`src/rtl/qbus_cycle_master.sv`:
```
// qbus_cycle_master: single-outstanding QBUS bus-cycle initiator.
// Latches a read/write command onto RAL/RBS7/RDL, waits for a device to claim
// the address (or times out to NXM), strobes write_pulse or samples TDL, then
// holds the response until it is consumed.
module qbus_cycle_master #(
  parameter int TIMEOUT = 200
) (
  input  logic        qclk,
  input  logic        reset,
  input  logic        cmd_valid,
  output logic        cmd_ready,
  input  logic        cmd_write,
  input  logic [21:0] cmd_addr,
  input  logic        cmd_bs7,
  input  logic [15:0] cmd_wdata,
  output logic        rsp_valid,
  input  logic        rsp_ready,
  output logic [15:0] rsp_rdata,
  output logic        rsp_nxm,
  output logic [21:0] RAL,
  output logic        RBS7,
  output logic [15:0] RDL,
  output logic        write_pulse,
  input  logic        addr_match,
  input  logic [15:0] TDL
);

  typedef enum logic [2:0] {IDLE, ADDR, WAIT, PULSE, READ, DONE} state_t;

  localparam logic [9:0] TLAST = 10'(TIMEOUT - 1);

  state_t     state;
  state_t     state_nxt;
  logic [9:0] timer;
  logic       is_write;

  // Timer counts up but parks at all-ones rather than wrapping.
  function automatic logic [9:0] sat_inc(input logic [9:0] v);
    return (v == 10'h3FF) ? v : v + 10'd1;
  endfunction

  // State register.
  always_ff @(posedge qclk) begin
    if (reset) state <= IDLE;
    else       state <= state_nxt;
  end

  // Next-state and state-decoded handshake/strobe outputs.
  always_comb begin
    state_nxt   = state;
    cmd_ready   = 1'b0;
    rsp_valid   = 1'b0;
    write_pulse = 1'b0;
    case (state)
      IDLE: begin
        cmd_ready = !reset;
        if (cmd_valid) state_nxt = ADDR;
      end
      ADDR: state_nxt = WAIT;
      WAIT: begin
        // A match on the final timer value still beats the timeout.
        if (addr_match)          state_nxt = is_write ? PULSE : READ;
        else if (timer == TLAST) state_nxt = DONE;
      end
      PULSE: begin
        write_pulse = 1'b1;
        state_nxt   = DONE;
      end
      READ: state_nxt = DONE;
      DONE: begin
        rsp_valid = 1'b1;
        if (rsp_ready) state_nxt = IDLE;
      end
      default: state_nxt = IDLE;
    endcase
  end

  // Bus-side latches, timer and response registers.
  always_ff @(posedge qclk) begin
    if (reset) begin
      RAL       <= '0;
      RBS7      <= 1'b0;
      RDL       <= '0;
      is_write  <= 1'b0;
      timer     <= '0;
      rsp_rdata <= '0;
      rsp_nxm   <= 1'b0;
    end else begin
      case (state)
        IDLE: begin
          if (cmd_valid) begin
            RAL      <= cmd_addr;
            RBS7     <= cmd_bs7;
            RDL      <= cmd_write ? cmd_wdata : 16'd0;
            is_write <= cmd_write;
          end
        end
        ADDR: timer <= '0;
        WAIT: begin
          if (!addr_match) begin
            timer <= sat_inc(timer);
            if (timer == TLAST) begin
              rsp_nxm   <= 1'b1;
              rsp_rdata <= '0;
            end
          end
        end
        PULSE: begin
          rsp_nxm   <= 1'b0;
          rsp_rdata <= '0;
        end
        READ: begin
          rsp_nxm   <= 1'b0;
          rsp_rdata <= TDL;
        end
        DONE: begin
          // RAL deliberately keeps the last address after the cycle ends.
          if (rsp_ready) begin
            RBS7 <= 1'b0;
            RDL  <= '0;
          end
        end
        default: ;
      endcase
    end
  end

endmodule
```
`config.mk`:
```
export PLATFORM = sky130hd
export DESIGN_NAME = qbus_cycle_master
export DESIGN_NICKNAME = d
export VERILOG_FILES = /design/src/rtl/qbus_cycle_master.sv
export SDC_FILE = /design/constraint.sdc
export NUM_CORES = 1
export LEC_CHECK = 0
export CELL_PAD_IN_SITES_DETAIL_PLACEMENT = 1
export CELL_PAD_IN_SITES_GLOBAL_PLACEMENT = 1
export CORE_MARGIN = 2
export CORE_UTILIZATION = 30
export CTS_CLUSTER_DIAMETER = 100
export CTS_CLUSTER_SIZE = 30
export DETAILED_ROUTE_END_ITERATION = 10
export PLACE_DENSITY = 0.86
export SLEW_MARGIN = 20
export SYNTH_ARGS = -nofsm -noshare
export SYNTH_HDL_FRONTEND = slang
export SYNTH_SLANG_ARGS = --single-unit
export TNS_END_PERCENT = 50
```
`constraint.sdc`:
```
create_clock -name qclk -period 2.5 [get_ports qclk]
set_input_delay 0.375 -clock qclk [delete_from_list [all_inputs] [get_ports qclk]]
set_output_delay 0.375 -clock qclk [all_outputs]
set_load 0.02 [all_outputs]
```
## Word level (Yosys, flattened, before mapping)

Cells that the tools add are included.
Widths: inputs -> output; s select.

- Bits in registers: 70
- Output and inout bits: 59
- Logic and storage cells: 60

- Add/subtract/negate cells: 1
- Eq/ne operators: 13
- Muxes and demuxes: 25
- Reduce and logical (&&, ||, !) cells: 13

Operators by type and width:

| cell | count |
|---|---|
| $mux 16 | 5 |
| $pmux 16 s3 | 1 |
| $pmux 16 s2 | 1 |
| $mux 10 | 2 |
| $pmux 10 s2 | 1 |
| $mux 3 | 5 |
| $pmux 3 s5 | 1 |
| $reduce_and 3->1 | 5 |
| $add 10x1->10 const B | 1 |
| $eq 10x10->1 const B | 1 |
| $eq 10x8->1 const B | 1 |
| $ne 2x2->1 const B | 5 |
| $mux 1 | 7 |
| $eq 3x2->1 const B | 2 |
| $eq 3x3->1 const B | 2 |
| $reduce_bool 2->1 | 3 |
| $pmux 1 s2 | 2 |
| $eq 3x1->1 const B | 1 |
| $logic_not 3->1 | 1 |
| $ne 3x3->1 const B | 1 |
| $reduce_bool 3->1 | 1 |
| $reduce_and 2->1 | 1 |
| $reduce_or 2->1 | 1 |
| $logic_not 1->1 | 1 |

## Longest topological paths before layout

Gate-level depths: netlist of the first run.

- Depth after elaboration: 4
- Gate-level depth with buffers: 7
- Mapped depth without buffers: 5

## Least setup slack after synthesis of the first run

Ideal clock, no wire load.

- Path type: register to register
- Start: register timer[0]
- End: register rsp_rdata[0]
- Data arrival time: 1.732 ns
- Data required time: 2.380 ns
- Path slack: 0.648 ns
- Stages on the path, launching flop included: 7
- Period minus slack after synthesis: 1.852 ns
- Cell sequence: dfxtp_1 -> ha_1 -> nor4bb_1 -> nand4b_1 -> a22oi_1 -> buf_2 -> a21oi_1

- Cells in the longest elaborated chain, start to end: 3

RTL lines:

| element | line | text |
|---|---|---|
| from (decl) | 34 | `logic [9:0] timer;` |
| from (signal assigned) | 101 | `timer <= sat_inc(timer);` |
| $eq 10x8->1 | 102 | `if (timer == TLAST) begin` |
| $ne 2x2->1 (no source line) | -- |  |
| $reduce_and 3->1 (no source line) | -- |  |
| to (signal assigned) | 104 | `rsp_rdata <= '0;` |
| to (signal assigned) | 110 | `rsp_rdata <= '0;` |
| to (signal assigned) | 114 | `rsp_rdata <= TDL;` |
| to (decl) | 18 | `output logic [15:0] rsp_rdata,` |

No other way between the ends.
A chain may end at the register's enable or synchronous reset.

## Final worst setup path of the first run

- Start: register state[0]
- End: output write_pulse

- Cells in the longest elaborated chain, start to end: 2

RTL lines:

| element | line | text |
|---|---|---|
| from (decl) | 32 | `state_t state;` |
| from (signal assigned) | 45 | `else state <= state_nxt;` |
| $eq 3x2->1 | 54 | `case (state)` |
| $mux 1 | 54 |  |
| to (decl) | 23 | `output logic write_pulse,` |

No other way between the ends.

==> insert_results.sql, run 1 <==
INSERT INTO impl_metrics (metric_group, metric, value, unit) VALUES
('run_status', 'outcome', 'complete, no violations', ''),
('timing', 'totalNegativeSetupSlack', '0', 'ps'),
('drt', 'wire_per_inst', '14.7', 'um'),
('cells_and_area', 'layout.nets', '540', ''),
('die', 'start_util', '0.308', ''),
('die', 'std_cell_rows', '35', ''),
('yosys', 'yosys_warnings', '0', ''),
('global_route', 'largest_net_degree_at_the_start_of_global_routing', '47', ''),
('pwr', 'total_leakage_power', '1.51', 'nW'),
('die', 'placeableCoreArea', '9240', 'um2'),
('yosys', 'post_synthesis_sequential_area_ratio', '0.493', ''),
('pwr', 'vdd_ir_max', '269', 'uV'),
('clocking', 'path_clk_slew', '80', 'ps'),
('die', 'die_x', '101', 'um'),
('placement', 'placed_cells', '596', ''),
('timing', 'tightest_slew', '852', 'ps'),
('clocking', 'cts_hold_repair.buffers', '0', ''),
('yosys', 'synth_flop_cell', 'sky130_fd_sc_hd__dfxtp_1', ''),
('drt', 'postRouteAntennaNets', '0', ''),
('clocking', 'cts_resized', '0', ''),
('drt', 'route.detailed.vias_per_inst', '4.88', ''),
('cells_and_area', 'syn_to_final_growth', '54.1', '%'),
('min_path', 'kind_of_path_behind_the_tightest_hold_check', 'register to register', ''),
('placement', 'hpwlAfterDp', '6.58', 'mm'),
('yosys', 'synth.ff_latch_count', '70', ''),
('yosys', 'synth.top_cells.by_area', 'sky130_fd_sc_hd__dfxtp_1 49%, sky130_fd_sc_hd__nand2_1 14%, sky130_fd_sc_hd__a21oi_1 12%, sky130_fd_sc_hd__nand3_1 4.6%, sky130_fd_sc_hd__clkbuf_1 2.2%', ''),
('timing', 'holdWs', '453', 'ps'),
('cells_and_area', 'final_core_utilization', '0.475', ''),
('placement', 'placed_area', '4170', 'um2'),
('cells_and_area', 'layoutNonFillerInstCount', '612', ''),
('global_route', 'first_global_vias', '3119', ''),
('cells_and_area', 'fillers', '1119', ''),
('timing', 'finalSetupViolations', '0', ''),
('drt', 'drc', '0', ''),
('worst_setup_path', 'path_max_fanout', '13', ''),
('global_route', 'grt_first_pass_wirelength', '14.8', 'mm'),
('cells_and_area', 'fin_area', '4390', 'um2'),
('pwr', 'cellPowerDensity', '662', 'nW/um2'),
('timing', 'clock-skew-final', '6.72', 'ps'),
('yosys', 'cell_with_the_most_instances_after_synthesis', 'sky130_fd_sc_hd__nand2_1', ''),
('drt', 'routed_wl', '9.01', 'mm'),
('die', 'num_io_pins', '120', ''),
('global_route', 'initial_antenna_violation_count', '0', ''),
('worst_setup_path', 'endpoint_kind', 'output port', ''),
('yosys', 'synth.largest_area_cell', 'sky130_fd_sc_hd__dfxtp_1', ''),
('timing', 'finalHoldViolCount', '0', ''),
('clocking', 'cts_root_buf', 'sky130_fd_sc_hd__clkbuf_8', ''),
('worst_setup_path', 'cp-start-kind', 'register', ''),
('drt', 'num_vias', '2986', ''),
('drt', 'drt_iter0_drc', '89', ''),
('die', 'fp.dieArea', '10300', 'um2'),
('yosys', 'syn_area', '2850', 'um2'),
('timing', 'report.final.slew_viol_count', '0', ''),
('clocking', 'cts_tree', 'done', ''),
('yosys', 'synthesis.nets', '423', ''),
('timing', 'timing.max_slew.rel_slack', '0.432', ''),
('worst_setup_path', 'critPathArrivalTime', '1950', 'ps'),
('clocking', 'clkSinkCount', '70', ''),
('cells_and_area', 'n_antenna_cell', '0', ''),
('clocking', 'worstSkewPairLatency', '340', 'ps'),
('run', 'drv.max_cap_violation_count', '0', ''),
('yosys', 'synth_cells', '361', ''),
('yosys', 'ys_async_sr_fraction', '0', ''),
('clocking', 'cts.path.max_buffers', '2', ''),
('placement', 'portBuffers', '119', ''),
('cells_and_area', 'layout_cell_share_with_drive_strength_beyond_1', '0.0642', ''),
('worst_setup_path', 'worst-setup-path-type', 'register to output port', ''),
('yosys', 'syn-mean-instance-area', '7.88', 'um2'),
('timing', 'rsz_0062_raised_after_global_routing', 'no', ''),
('yosys', 'yosys-top-cells-count', '106 x sky130_fd_sc_hd__nand2_1, 70 x sky130_fd_sc_hd__dfxtp_1, 66 x sky130_fd_sc_hd__a21oi_1', ''),
('placement', 'routability_cong', '0.839', '');
## kinds of logic after synthesis
group,synth area share
compound gates,0.176
fa+ha+maj,0.00440
buf+inv,0.0440
flops,0.493
mux,0.00352
simple gates,0.279
## state kept, by name (all words and copies together) (netlist names)
| name | cells |
|---|---|
| RBS7 | 1 |
| timer | 10 |
| rsp_rdata | 16 |
| state | 3 |
| is_write | 1 |
| RDL | 16 |
| rsp_nxm | 1 |
| RAL | 22 |
## path summary, 6_finish.rpt
check,slack (ps),start,cells past startpoint,to
max,180,state[0]$_SDFFE_PP0P_,3,write_pulse
min,450,RAL[1]$_SDFFE_PP0P_,2,RAL[1]$_SDFFE_PP0P_
max reg2reg,470,state[1]$_SDFFE_PP0P_,5,RDL[15]$_SDFFE_PP0P_
min reg2reg,450,RAL[1]$_SDFFE_PP0P_,2,RAL[1]$_SDFFE_PP0P_
## metal layers
layer | share of wire | track usage | vias up | wire length [um]
li1 | - | - | 1471 | -
met5 | 0 | 0 | - | 0
met4 | 0.016 | 0.0561 | 0 | 148
met3 | 0.065 | 0.0594 | 14 | 588
met1 | 0.42 | 0.208 | 1428 | 3770
met2 | 0.50 | 0.317 | 73 | 4510
## cell usage in the layout, fill, tap and decap left out, types with 2 or more instances in the layout
cell	n
sky130_fd_sc_hd__and2_1	2
sky130_fd_sc_hd__dfxtp_1	70
sky130_fd_sc_hd__nand4_1	3
sky130_fd_sc_hd__clkbuf_8	9
sky130_fd_sc_hd__nor2_1	8
sky130_fd_sc_hd__nand2_1	106
sky130_fd_sc_hd__a211oi_1	2
sky130_fd_sc_hd__o21ai_0	6
sky130_fd_sc_hd__clkinvlp_4	2
sky130_fd_sc_hd__a21oi_1	66
sky130_fd_sc_hd__clkdlybuf4s50_1	118
sky130_fd_sc_hd__inv_1	6
sky130_fd_sc_hd__a21o_1	3
sky130_fd_sc_hd__buf_4	10
sky130_fd_sc_hd__or3_1	5
sky130_fd_sc_hd__nand2b_1	2
sky130_fd_sc_hd__or4_1	3
sky130_fd_sc_hd__bufinv_16	2
sky130_fd_sc_hd__clkbuf_1	2
sky130_fd_sc_hd__nand3_1	26
sky130_fd_sc_hd__nor3_1	2
sky130_fd_sc_hd__o31ai_1	5
sky130_fd_sc_hd__nor4_1	3
## through the flow
stage | setup WS, ps | total power [mW]
detailed placement | 332 | 1.94
global placement | 430 | 1.91
floorplan | 648 | 1.60
global route | 43.4 | 3.05
finish | 177 | 2.90
CTS | 137 | 2.95
## report_power, final
part | total [mW] | leakage, nW | internal [mW] | switching (mW)
clock network | 1.00 | 0.0998 | 0.564 | 0.435
logic | 0.650 | 0.836 | 0.305 | 0.345
registers | 1.25 | 0.570 | 1.20 | 0.0584
total | 2.90 | 1.51 | 2.07 | 0.839
## final cells by class
type                       count  area (um2)  share of cell area
sequential                    70        1400               0.320
multi-input combinational    262        1320               0.302
timing repair buffer         129        1260               0.288
tap                          129         161              0.0368
clock buffer                  11         131              0.0300
clock inverter                 5        83.8              0.0191
inverter                       6        22.5             0.00514
## critical path, stage by stage, from the launching register on
cell                              delay, ps
sky130_fd_sc_hd__dfxtp_1                570
sky130_fd_sc_hd__inv_1                  160
sky130_fd_sc_hd__nor2_1                 220
sky130_fd_sc_hd__clkdlybuf4s50_1        660
(Power assumes the default switching activity.)
==> run 2, diff against run 1 <==
- TNS_END_PERCENT: 50 -> 30
==> results of run 2 <==
Final layout, timing and power as in run 1 (identical DEF).
==> run 3, diff against run 2 <==
- GPL_TIMING_DRIVEN: unset -> 0
==> run 3 against run 2 <==
Largest power group unchanged. Maximum frequency decreased by 1.0%. Register-to-register slack got worse by 160 ps. Global-route usage increased by 0.14 points.
==> insert_results.sql, run 3 (synthesis gave the netlist of run 1 again) <==
INSERT INTO impl_metrics (metric_group, metric, value, unit) VALUES
('worst_setup_path', 'cp_cell_sequence', 'clkdlybuf4s50_1 > clkbuf_1 > nor4_1 > clkdlybuf4s50_1', ''),
('worst_setup_path', 'worst_path_largest_cell_delay', '670', 'ps'),
('cells_and_area', 'layoutNonFillerInstCount', '625', ''),
('worst_setup_path', 'timing.critical_path.depth', '4', ''),
('die', 'placeableCoreArea', '9240', 'um2'),
('placement', 'routability_cong', '0.896', ''),
('cells_and_area', 'n_antenna_cell', '0', ''),
('worst_setup_path', 'crit_top_cell', 'sky130_fd_sc_hd__clkdlybuf4s50_1', ''),
('global_route', 'largest_net_degree_at_the_start_of_global_routing', '14', ''),
('worst_setup_path', 'r2r-end', 'rsp_rdata[6]$_SDFFE_PP0P_', ''),
('cells_and_area', 'layout.nets', '553', ''),
('min_path', 'kind_of_path_behind_the_tightest_hold_check', 'register to register', ''),
('clocking', 'worstSkewPairLatency', '350', 'ps'),
('clocking', 'clkSinkCount', '70', ''),
('cells_and_area', 'flip_flop_count_of_the_largest_register_all_copies_and_words_added', '22', ''),
('worst_setup_path', 'crit_path_top_delay_cell', 'sky130_fd_sc_hd__clkdlybuf4s50_1', ''),
('cells_and_area', 'syn_to_final_growth', '53.9', '%'),
('placement', 'placed_cells', '609', ''),
('global_route', 'grt_overflow', '0', ''),
('global_route', 'grt.total_usage', '0.182', ''),
('timing', 'timing.max_slew.rel_slack', '0.610', ''),
('clocking', 'cts_hold_repair.buffers', '0', ''),
('worst_setup_path', 'r2r.worst_path.cells', '6', ''),
('worst_setup_path', 'regToRegStartpoint', 'timer[0]$_SDFFE_PP0P_', ''),
('drt', 'route.detailed.vias_per_inst', '4.81', ''),
('timing', 'totalNegativeSetupSlack', '0', 'ps'),
('worst_setup_path', 'cp-start-kind', 'primary input', ''),
('drt', 'wire_per_inst', '14.3', 'um'),
('die', 'floorplan.die.height', '101', 'um'),
('clocking', 'cts_resized', '0', ''),
('drt', 'detail_route.first_pass.iterations', '4', ''),
('global_route', 'grt_first_pass_wirelength', '14.9', 'mm'),
('worst_setup_path', 'worst-setup-path-type', 'primary input to output port', ''),
('clocking', 'cts.path.max_buffers', '2', ''),
('drt', 'drc', '0', ''),
('timing', 'finalHoldViolCount', '0', ''),
('pwr', 'vdd_ir_max', '437', 'uV'),
('worst_setup_path', 'endpoint_kind', 'output port', ''),
('cells_and_area', 'layout_cell_share_with_drive_strength_beyond_1', '0.0585', ''),
('die', 'die_x', '101', 'um'),
('timing', 'rsz_0062_raised_after_global_routing', 'no', ''),
('timing', 'finalSetupViolations', '0', ''),
('global_route', 'first_global_vias', '3215', ''),
('clocking', 'cts_setup_buffers', '0', ''),
('pwr', 'cellPowerDensity', '622', 'nW/um2'),
('clocking', 'path_clk_slew', '70', 'ps'),
('die', 'start_util', '0.308', ''),
('die', 'std_cell_rows', '35', ''),
('worst_setup_path', 'critical_path.n_buffers_inverters', '3', ''),
('timing', 'maximum_clock_rate', '426', 'MHz'),
('global_route', 'initial_antenna_violation_count', '0', ''),
('timing', 'min_period', '2350', 'ps'),
('worst_setup_path', 'worst_path_dominant_cell_family', 'buffers and inverters', ''),
('cells_and_area', 'most-common-layout-cells', '119 x sky130_fd_sc_hd__clkdlybuf4s50_1, 106 x sky130_fd_sc_hd__nand2_1, 70 x sky130_fd_sc_hd__dfxtp_1, 66 x sky130_fd_sc_hd__a21oi_1, 26 x sky130_fd_sc_hd__nand3_1', ''),
('cells_and_area', 'top_register', 'RAL', ''),
('pwr', 'total_leakage_power', '1.49', 'nW'),
('timing', 'report.final.slew_viol_count', '0', ''),
('timing', 'holdWs', '455', 'ps'),
('cells_and_area', 'leading_registers_by_flop_count', 'RAL (22), RDL (16), rsp_rdata (16)', ''),
('die', 'num_io_pins', '120', ''),
('die', 'fp.dieArea', '10300', 'um2'),
('worst_setup_path', 'path_max_fanout', '10', ''),
('drt', 'num_vias', '3007', ''),
('placement', 'hpwlAfterDp', '6.83', 'mm'),
('drt', 'routed_wl', '8.95', 'mm'),
('drt', 'drt_iter0_drc', '95', ''),
('clocking', 'numCtsBuffers', '9', ''),
('placement', 'portBuffers', '119', ''),
('worst_setup_path', 'critPathArrivalTime', '1970', 'ps'),
('cells_and_area', 'final_core_utilization', '0.474', ''),
('cells_and_area', 'mostFrequentLayoutCell', 'sky130_fd_sc_hd__clkdlybuf4s50_1', ''),
('timing', 'tightest_slew', '580', 'ps'),
('clocking', 'cts_root_buf', 'sky130_fd_sc_hd__clkbuf_8', ''),
('run_status', 'outcome', 'complete, no violations', ''),
('clocking', 'h_tree_depth', '3', ''),
('clocking', 'cts_tree', 'done', ''),
('run', 'drv.max_cap_violation_count', '0', ''),
('worst_setup_path', 'crit_end', 'cmd_ready', ''),
('timing', 'min_period_over_period', '0.939', ''),
('timing', 'clock-skew-final', '9.37', 'ps'),
('worst_setup_path', 'crit_required', '2120', 'ps'),
('drt', 'postRouteAntennaNets', '0', ''),
('worst_setup_path', 'slack_of_the_worst_reg_to_reg_path', '310', 'ps'),
('worst_setup_path', 'critical_path_source', 'reset', '');
run 3: worst register-to-register path, delay by kind of cell (launching register included):
kind	cells	cell delay, ps
AND/OR/NAND/NOR	2	650
adder cells (fa/ha/maj)	1	220
flip-flops	1	400
buffers and inverters	1	310
AO/OA/AOI/OAI	2	490
run 3: worst min path at each step:
stage	startpoint	to	slack, ps	depth (start not counted)
6_report	rsp_rdata[7]$_SDFFE_PP0P_	rsp_rdata[7]$_SDFFE_PP0P_	450	2
5_1_grt	RAL[12]$_SDFFE_PP0P_	RAL[12]$_SDFFE_PP0P_	480	2
4_1_cts	rsp_rdata[5]$_SDFFE_PP0P_	rsp_rdata[5]$_SDFFE_PP0P_	460	2
3_5_place_dp	rsp_rdata[5]$_SDFFE_PP0P_	rsp_rdata[5]$_SDFFE_PP0P_	450	2
3_3_place_gp	RDL[7]$_SDFFE_PP0P_	RDL[7]$_SDFFE_PP0P_	440	2
2_1_floorplan	is_write$_SDFFE_PP0P_	is_write$_SDFFE_PP0P_	460	2
run 3: power breakdown:
group | switching, mW | total [mW] | internal, mW | leakage [nW]
Sequential | 0.0468 | 1.24 | 1.20 | 0.570
Combinational | 0.358 | 0.665 | 0.307 | 0.836
Clock | 0.453 | 0.814 | 0.361 | 0.0816
run 3: metrics by stage:
step | setup slack (ps) | area [um2] | power (mW)
2_1_floorplan | 648 | 2850 | 1.60
3_3_place_gp | 146 | 4200 | 1.92
3_5_place_dp | 39.1 | 4200 | 1.94
4_1_cts | 12.1 | 4370 | 2.76
5_1_grt | 38.9 | 4380 | 2.88
6_report | 153 | 4380 | 2.72
run 3: routing by layer:
layer / global-route usage / routed length (um) / up-vias
li1: - / - / 1502
met3: 0.0794 / 676 / 7
met4: 0.0281 / 48 / 0
met5: 0 / 0 / -
met2: 0.334 / 4640 / 80
met1: 0.196 / 3580 / 1418
run 3: layout make-up:
type	count	area, um2
well taps	129	161
plain buffers	23	104
inverters	6	22.5
repair buffers	119	1190
clock inverters	7	50.0
clock buffers	9	124
fillers	1140	4860
flip-flops and latches	70	1400
multi-input cells	262	1320
